$ cat config.mk
export PLATFORM = sky130hd
export DESIGN_NAME = lc3_fetch
export DESIGN_NICKNAME = d
export VERILOG_FILES = /design/src/rtl/lc3_pkg.sv /design/src/rtl/adder_16.sv /design/src/rtl/lc3_fetch.sv
export SDC_FILE = /design/constraint.sdc
export NUM_CORES = 1
export LEC_CHECK = 0
export ABC_AREA = 1
export BUFFER_PORTS_ARGS = -buffer_cell sky130_fd_sc_hd__buf_2
export CAP_MARGIN = 30
export CORE_AREA = 2 2 96 98
export CTS_CLUSTER_SIZE = 30
export DETAILED_ROUTE_END_ITERATION = 7
export DIE_AREA = 0 0 98 100
export PLACE_DENSITY = 0.8
export SYNTH_ARGS = -nofsm -noshare
export SYNTH_HDL_FRONTEND = slang
export SYNTH_SLANG_ARGS = --single-unit
$ cat constraint.sdc
create_clock -name clk -period 1.6 [get_ports clk]
set_clock_uncertainty 0.05 [all_clocks]
set_input_delay 0.32 -clock clk [delete_from_list [all_inputs] [get_ports clk]]
set_output_delay 0.32 -clock clk [all_outputs]
set_load 0.01 [all_outputs]
$ cat src/rtl/lc3_pkg.sv
// Shared LC-3 datapath constants and the fetch-stage state encoding.
package lc3_pkg;

  localparam int          WORD_W       = 16;
  localparam logic [15:0] LC3_RESET_PC = 16'h3000;

  typedef enum logic [1:0] {
    ST_IDLE  = 2'b00,
    ST_REQ   = 2'b01,
    ST_FAULT = 2'b10
  } fetch_state_e;

endpackage

$ cat src/rtl/adder_16.sv
// 16-bit modulo-2^16 adder shared by the LC-3 datapath (PC+1, PC+offset).
module adder_16 (
  input  logic [15:0] in_a_i,
  input  logic [15:0] in_b_i,
  output logic [15:0] sum_o
);

  assign sum_o = in_a_i + in_b_i;

endmodule

$ cat src/rtl/lc3_fetch.sv
// LC-3 instruction fetch stage: owns PC, issues one memory read per fetch, captures IR.
// Optional build macro LC3_FETCH_STALL_CNT_EN adds a saturating stall_cnt_o output.
module lc3_fetch
  import lc3_pkg::*;
#(
  parameter logic [15:0] RESET_PC    = LC3_RESET_PC,
  parameter int          TIMEOUT_CYC = 255
) (
  input  logic              clk,
  input  logic              rst_n,
  input  logic              fetch_go_i,
  input  logic              pc_ld_i,
  input  logic              pc_src_i,
  input  logic [WORD_W-1:0] addr_sum_i,
  input  logic [WORD_W-1:0] bus_in_i,
  output logic              mem_req_o,
  output logic [WORD_W-1:0] mem_addr_o,
  input  logic              mem_ready_i,
  input  logic [WORD_W-1:0] mem_rdata_i,
  output logic [WORD_W-1:0] ir_o,
  output logic              ir_valid_o,
  output logic [WORD_W-1:0] pc_o,
  output logic              busy_o,
  output logic              fault_o
`ifdef LC3_FETCH_STALL_CNT_EN
  ,output logic [31:0]      stall_cnt_o
`endif
);

  // Counter value on the last permitted wait cycle; one more miss means fault.
  localparam logic [15:0] TO_LAST = 16'(TIMEOUT_CYC - 1);

  fetch_state_e      state_q, state_d;
  logic [WORD_W-1:0] pc_q, pc_d;
  logic [WORD_W-1:0] ir_q, ir_d;
  logic              ir_valid_q, ir_valid_d;
  logic              mem_req_q, mem_req_d;
  logic [WORD_W-1:0] mem_addr_q, mem_addr_d;
  logic              fault_q, fault_d;
  logic [15:0]       cnt_q, cnt_d;
  logic [WORD_W-1:0] pc_inc_s;

  adder_16 u_pc_inc (
    .in_a_i (pc_q),
    .in_b_i (16'h0001),
    .sum_o  (pc_inc_s)
  );

  always_comb begin
    state_d    = state_q;
    pc_d       = pc_q;
    ir_d       = ir_q;
    ir_valid_d = 1'b0;
    mem_req_d  = mem_req_q;
    mem_addr_d = mem_addr_q;
    fault_d    = fault_q;
    cnt_d      = cnt_q;
    case (state_q)
      ST_IDLE: begin
        mem_req_d = 1'b0;
        cnt_d     = 16'd0;
        if (pc_ld_i) begin
          pc_d = pc_src_i ? bus_in_i : addr_sum_i;
        end else begin
          pc_d = pc_q;
        end
        // A same-cycle PC load feeds the address of the fetch it launches.
        if (fetch_go_i) begin
          state_d    = ST_REQ;
          mem_req_d  = 1'b1;
          mem_addr_d = pc_d;
        end else begin
          state_d = ST_IDLE;
        end
      end
      ST_REQ: begin
        if (mem_ready_i) begin
          ir_d       = mem_rdata_i;
          pc_d       = pc_inc_s;
          ir_valid_d = 1'b1;
          mem_req_d  = 1'b0;
          cnt_d      = 16'd0;
          state_d    = ST_IDLE;
        end else if (cnt_q == TO_LAST) begin
          mem_req_d = 1'b0;
          fault_d   = 1'b1;
          cnt_d     = cnt_q + 16'd1;
          state_d   = ST_FAULT;
        end else begin
          cnt_d = cnt_q + 16'd1;
        end
      end
      ST_FAULT: begin
        mem_req_d = 1'b0;
        fault_d   = 1'b1;
      end
      default: begin
        mem_req_d = 1'b0;
        state_d   = ST_IDLE;
      end
    endcase
  end

  always_ff @(posedge clk or negedge rst_n) begin
    if (!rst_n) begin
      state_q    <= ST_IDLE;
      pc_q       <= RESET_PC;
      ir_q       <= 16'h0000;
      ir_valid_q <= 1'b0;
      mem_req_q  <= 1'b0;
      mem_addr_q <= 16'h0000;
      fault_q    <= 1'b0;
      cnt_q      <= 16'd0;
    end else begin
      state_q    <= state_d;
      pc_q       <= pc_d;
      ir_q       <= ir_d;
      ir_valid_q <= ir_valid_d;
      mem_req_q  <= mem_req_d;
      mem_addr_q <= mem_addr_d;
      fault_q    <= fault_d;
      cnt_q      <= cnt_d;
    end
  end

  assign mem_req_o  = mem_req_q;
  assign busy_o     = mem_req_q;
  assign mem_addr_o = mem_addr_q;
  assign ir_o       = ir_q;
  assign ir_valid_o = ir_valid_q;
  assign pc_o       = pc_q;
  assign fault_o    = fault_q;

`ifdef LC3_FETCH_STALL_CNT_EN
  logic [31:0] stall_q, stall_d;

  always_comb begin
    stall_d = stall_q;
    if ((state_q == ST_REQ) && !mem_ready_i && (stall_q != 32'hFFFF_FFFF)) begin
      stall_d = stall_q + 32'd1;
    end else begin
      stall_d = stall_q;
    end
  end

  always_ff @(posedge clk or negedge rst_n) begin
    if (!rst_n) begin
      stall_q <= 32'd0;
    end else begin
      stall_q <= stall_d;
    end
  end

  assign stall_cnt_o = stall_q;
`endif

endmodule
# Word-level counts from Yosys, hierarchy flattened
# Index checks and enable logic that the tools add are counted.
[classes]
addsub = 2
n_eq_ne = 7
n_bitwise = 1
muxes = 19
reduce_logical = 8
[op_table]
columns = ["op", "n"]
rows = [
  ["$mux W16", 4],
  ["$pmux W16 S2", 2],
  ["$add A16 B1 Y16 const B", 2],
  ["$eq A16 B8 Y1 const B", 1],
  ["$mux W1", 8],
  ["$reduce_and A2 Y1", 4],
  ["$ne A2 B2 Y1 const B", 3],
  ["$pmux W2 S3", 1],
  ["$mux W2", 2],
  ["$pmux W1 S2", 2],
  ["$reduce_bool A2 Y1", 2],
  ["$ne A3 B3 Y1 const B", 1],
  ["$reduce_and A3 Y1", 1],
  ["$eq A2 B1 Y1 const B", 1],
  ["$eq A2 B2 Y1 const B", 1],
  ["$logic_not A2 Y1", 1],
  ["$not A1 Y1", 1],
]
[totals]
output_inout_bits = 52
inputBits = 54
register_bits = 69
wordCells = 45

# Depth between registers and ports, before layout
[logic_depth]
word_depth = 4
ltp_mapped = 9

# Modules after synthesis
# A second synthesis with hierarchy kept.
[unflattened]
hier_cells = 655
hier_area_um2 = 4411.7
[by_module_without_submodules]
columns = ["module", "n_inst", "cells_each", "seq_area_each_um2", "area_each_um2"]
rows = [
  ["lc3_fetch", 1, 479, 1729.2, 3483.3],
  ["adder_16", 1, 176, 0.0, 928.4],
]

# Least setup slack after synthesis
# OpenSTA, ideal clock, no wires.
[synth_path]
path_type = "reg2reg"
from = "reg pc_q[1] (netlist: pc_o[1])"
to = "reg pc_q[10] (netlist: pc_o[10])"
path_stages_with_launch = 9
period_less_slack_ps = 1386
slack_ps = 214
t_arrival_ps = 1220
cell_sequence = "dfrtp_1 ha_1 nand3_2 nor2_4 nand3_1 nand2_1 nand3_1 nand2_1 nand2_1"
[synth_between]
elab_chain_len = 3
[synth_rtl]
columns = ["item", "line", "source"]
rows = [
  ["start, declared", "lc3_fetch.sv:34", "logic [WORD_W-1:0] pc_q, pc_d;"],
  ["start signal, assigned", "lc3_fetch.sv:116", "pc_q <= pc_d;"],
  ["$add A16 B1 Y16", "adder_16.sv:8", "assign sum_o = in_a_i + in_b_i;"],
  ["$mux W16", "lc3_fetch.sv:77", "if (mem_ready_i) begin"],
  ["$pmux W16 S2", "lc3_fetch.sv:58", "case (state_q)"],
]
# No other way between the ends. The select of a mux whose other input is x is not followed.
# A chain may end at the register's enable or synchronous reset.

# Final worst setup path
[layout_path]
from = "reg state_q[1]"
to = "reg pc_q[4] (netlist: pc_o[4])"
[layout_between]
elab_chain_len = 3
[layout_rtl]
columns = ["item", "line", "source"]
rows = [
  ["start, declared", "lc3_fetch.sv:33", "fetch_state_e state_q, state_d;"],
  ["start signal, assigned", "lc3_fetch.sv:115", "state_q <= state_d;"],
  ["$eq A2 B1 Y1 / $logic_not A2 Y1 (equally long branches)", "lc3_fetch.sv:58", ""],
  ["$ne A2 B2 Y1 (no line) / $reduce_bool A2 Y1 (equally long branches)", "--", ""],
  ["$reduce_and A2 Y1 (no line)", "--", ""],
]
# Parallel ways exist; a longest one is shown, timed or not.

==> impl_results.md <==
- Gr ovfl total: 0
- Worst setup SP type: flip-flop
- Finished Cell Area: 4785 um2
- Top FF cell, synth: dfrtp_1
- Clock power frac: 23.0%
- Routed vias/inst: 5.235
- Synth Register Bits: 69
- Number of synthesized flops with an enable pin: 0
- Row cnt: 35
- P_int: 3.937 mW
- Routed WL per cell: 13.97 um
- Initial Util: 43.38%
- Setup tns final: 0 ns
- Vias: 3926
- Syn Area/Cell: 7.373 um2
- P_leak: 2.436 nW
- Worst EP required: 1.80 ns
- Iter 0 DRT Violations: 267
- Slew headroom: 65.86%
- DRT antenna net count: 0
- Outcome: completed
- Vias in the first global route: 3617
- First-pass GRT wire length: 17100 um
- RD Place Congestion: 1.003
- Bufs on Longest Clock Path: 2
- Placed cells: 731
- Switching pwr: 2.577 mW
- CTS root buf: clkbuf_8
- Peak fanout along the critical path: 18
- Max VDD drop: 0.5600 mV
- Clock sink total: 69
- FMAX: 673.8 MHz
- DRC viols: 0
- Area Growth Syn to Fin: 24.08%
- Nets: 691
- Crit. End Element: flip-flop
- Buffers plus inverters on the worst setup path: 2
- Final-report setup violation count: 0
- Crit Path Category: flip-flop to flip-flop
- Core box area: 8890 um2
- Unrepaired setup endpoints after global routing: false
- Final Instance Count excl. Fillers: 750
- Pwr dens: 1361 nW/um2
- Drt pass-1 iters: 7
- WP data arrival: 1.68 ns
- Seq/Total Area, Yosys: 44.84%
- Die Span Y: 100 um
- Port Buffers: 105
- Post-Route WL: 10480 um
- CP max stage delay: 0.48 ns
- Hold crit path type: primary input to flip-flop
- Top-Level Pins: 106
- Fin crit period: 1.484 ns
- Tcrit/Tclk final: 92.75%
- Worst slew pin tran: 0.5121 ns
- Slew Viols, Final: 0
- Clk_lat worst skew: 0.35 ns
- Synthesis Warnings: 0
- Flop pwr share: 42.3%
- TritonCTS clock tree: yes
- Largest net degree at the start of global routing: 35
- Die Width: 98 um
- Worst-path cell chain: inv_4, nand2_4, buf_12, nand2_1, o21ai_0, o21ai_0
- Top delay family on crit path: flip-flops
- Dpl cell area: 4533 um2
- Max-cap violations: 0
- Worst-path clk slew: 0.08 ns
- Cts bufs inserted: 9
- Synth async-reset ratio: 100.0%
- Final Hold Vio Count: 0
- Syn_nets: 580
- Sw Ratio: 39.56%
- Layout cell share with drive strength beyond 1: 24.88%
- Synth Instances: 523
- Die ar.: 9800 um2
- Post-synth cell types: 34
- H-tree Lvls: 3
- Cell Area, Synth: 3856 um2
- Most frequent CP cell: o21ai_0
- Fill cell count: 803
- Ant. Diodes: 0
- Slowest-stage cell, CP: dfrtp_1
- Initial antenna violation count: 0
- Post-DP HPWL: 7718 um
- Logic pwr share: 34.7%
- Gr usage total: 21.71%
final cells by class:
type	count	area, um2	area share (%)
clock buffers	11	151.4	3.164
clock inverters	5	58.81	1.229
inverters	42	167.7	3.504
multi-input cells	391	1812	37.87
flip-flops and latches	69	1733	36.22
well taps	111	138.9	2.903
repair buffers	121	723.2	15.12
cell usage after synthesis, types with 2 or more instances:
cell	instances	area, um2
o21ai_1	9	45.04
dfrtp_1	67	1677
a21oi_1	19	95.09
inv_1	37	138.9
nand2_1	199	747.0
inv_4	2	12.51
buf_2	7	35.03
nor2_2	2	12.51
o211ai_1	2	15.01
xor2_1	2	17.52
o22ai_1	2	12.51
inv_2	2	7.510
nor2_1	24	90.09
nand4_1	8	50.05
nor2_4	3	33.78
buf_6	7	78.83
nor3_1	3	15.01
nand3_1	52	260.3
buf_4	5	37.54
ha_1	3	37.54
dfstp_2	2	52.55
nand2_4	2	22.52
o21ai_0	52	260.3
nor3_2	2	20.02
path summary, 6_finish.rpt:
path | start | to | slack, ns | cells past startpoint
min in group asynchronous | rst_n | ir_o[9] | 0.37 | 2
worst min register to register | ir_o[12] | ir_o[12] | 0.44 | 2
max in group asynchronous | rst_n | pc_o[13] | 0.57 | 3
worst max register to register | state_q[1] | pc_o[4] | 0.12 | 6
worst min-delay path | mem_rdata_i[11] | ir_o[11] | 0.11 | 3
worst max-delay path | state_q[1] | pc_o[4] | 0.12 | 6
state kept, by name, indices dropped and copies added, names as in the netlist:
name        cells
fault_o         1
busy_o          1
ir_valid_o      1
ir_o           16
cnt_q          16
mem_addr_o     16
pc_o           16
state_q         2
power groups by stage:
stage                     Sequential [mW]  Clock [mW]  Combinational, mW
after floorplan                      2.82           0               1.12
after global placement               2.72           0               2.14
after detailed placement             2.73           0               2.20
after CTS                            2.71        1.54               2.21
after global routing                 2.81        1.61               2.53
final                                2.76        1.50               2.26
what timing repair did:
action | 4_1_cts | 5_1_grt
endpoints found under the setup margin | 0 | 7
hold endpoints to repair | 14 | 0
setup buffers | 0 | 2
hold buffers | 1 | 0
gates resized for setup | 0 | 5
stage by stage:
stage / util [%] / total power, mW / worst slack, ns / hold WS [ns]
3_5_place_dp: 50.99 / 4.929 / 0.1004 / 0.2123
2_1_floorplan: - / 3.946 / 0.2137 / -0.02559
5_1_grt: 53.82 / 6.951 / 0.01414 / 0.08981
3_3_place_gp: 50.99 / 4.857 / 0.09698 / 0.2106
6_report: 53.82 / 6.513 / 0.1160 / 0.1095
4_1_cts: 53.47 / 6.461 / 0.07576 / 0.08534
cells by family (layout without fill, tap and decap cells):
group	after synthesis	in the layout	synth area share [%]
buf+inv	63	179	8.501
simple gates	298	298	33.06
fa+ha+maj	3	3	0.9735
compound gates	87	87	11.94
flops	69	69	44.84
xor+xnor	3	3	0.6815
cells in the final DEF (no fill, tap or decap), types with 3 or more instances in the layout:
master / instances
buf_2: 105
nor2_1: 24
inv_1: 37
nand4_1: 8
clkbuf_8: 11
nand3_1: 52
o21ai_0: 52
dfrtp_2: 3
nor2_4: 3
buf_12: 6
nor3_1: 3
buf_4: 9
dfrtp_1: 64
a21oi_1: 19
o21ai_1: 9
nand2_1: 199
metal layers:
metal	up-vias	track usage, %	share of wire (%)
met5	-	0	0
met1	1782	28.06	43
li1	1922	-	-
met3	23	5.780	8.5
met4	0	10.58	2.1
met2	199	34.04	46
worst reg2reg max path: cells and delay by family (launching register included):
kind | cells | cell delay [ns]
buffers and inverters | 2 | 0.36
DFF | 1 | 0.48
and+or+nand+nor | 2 | 0.16
AOI/OAI and AO/OA | 2 | 0.34
Note: power is estimated with default switching activity, not from simulation.
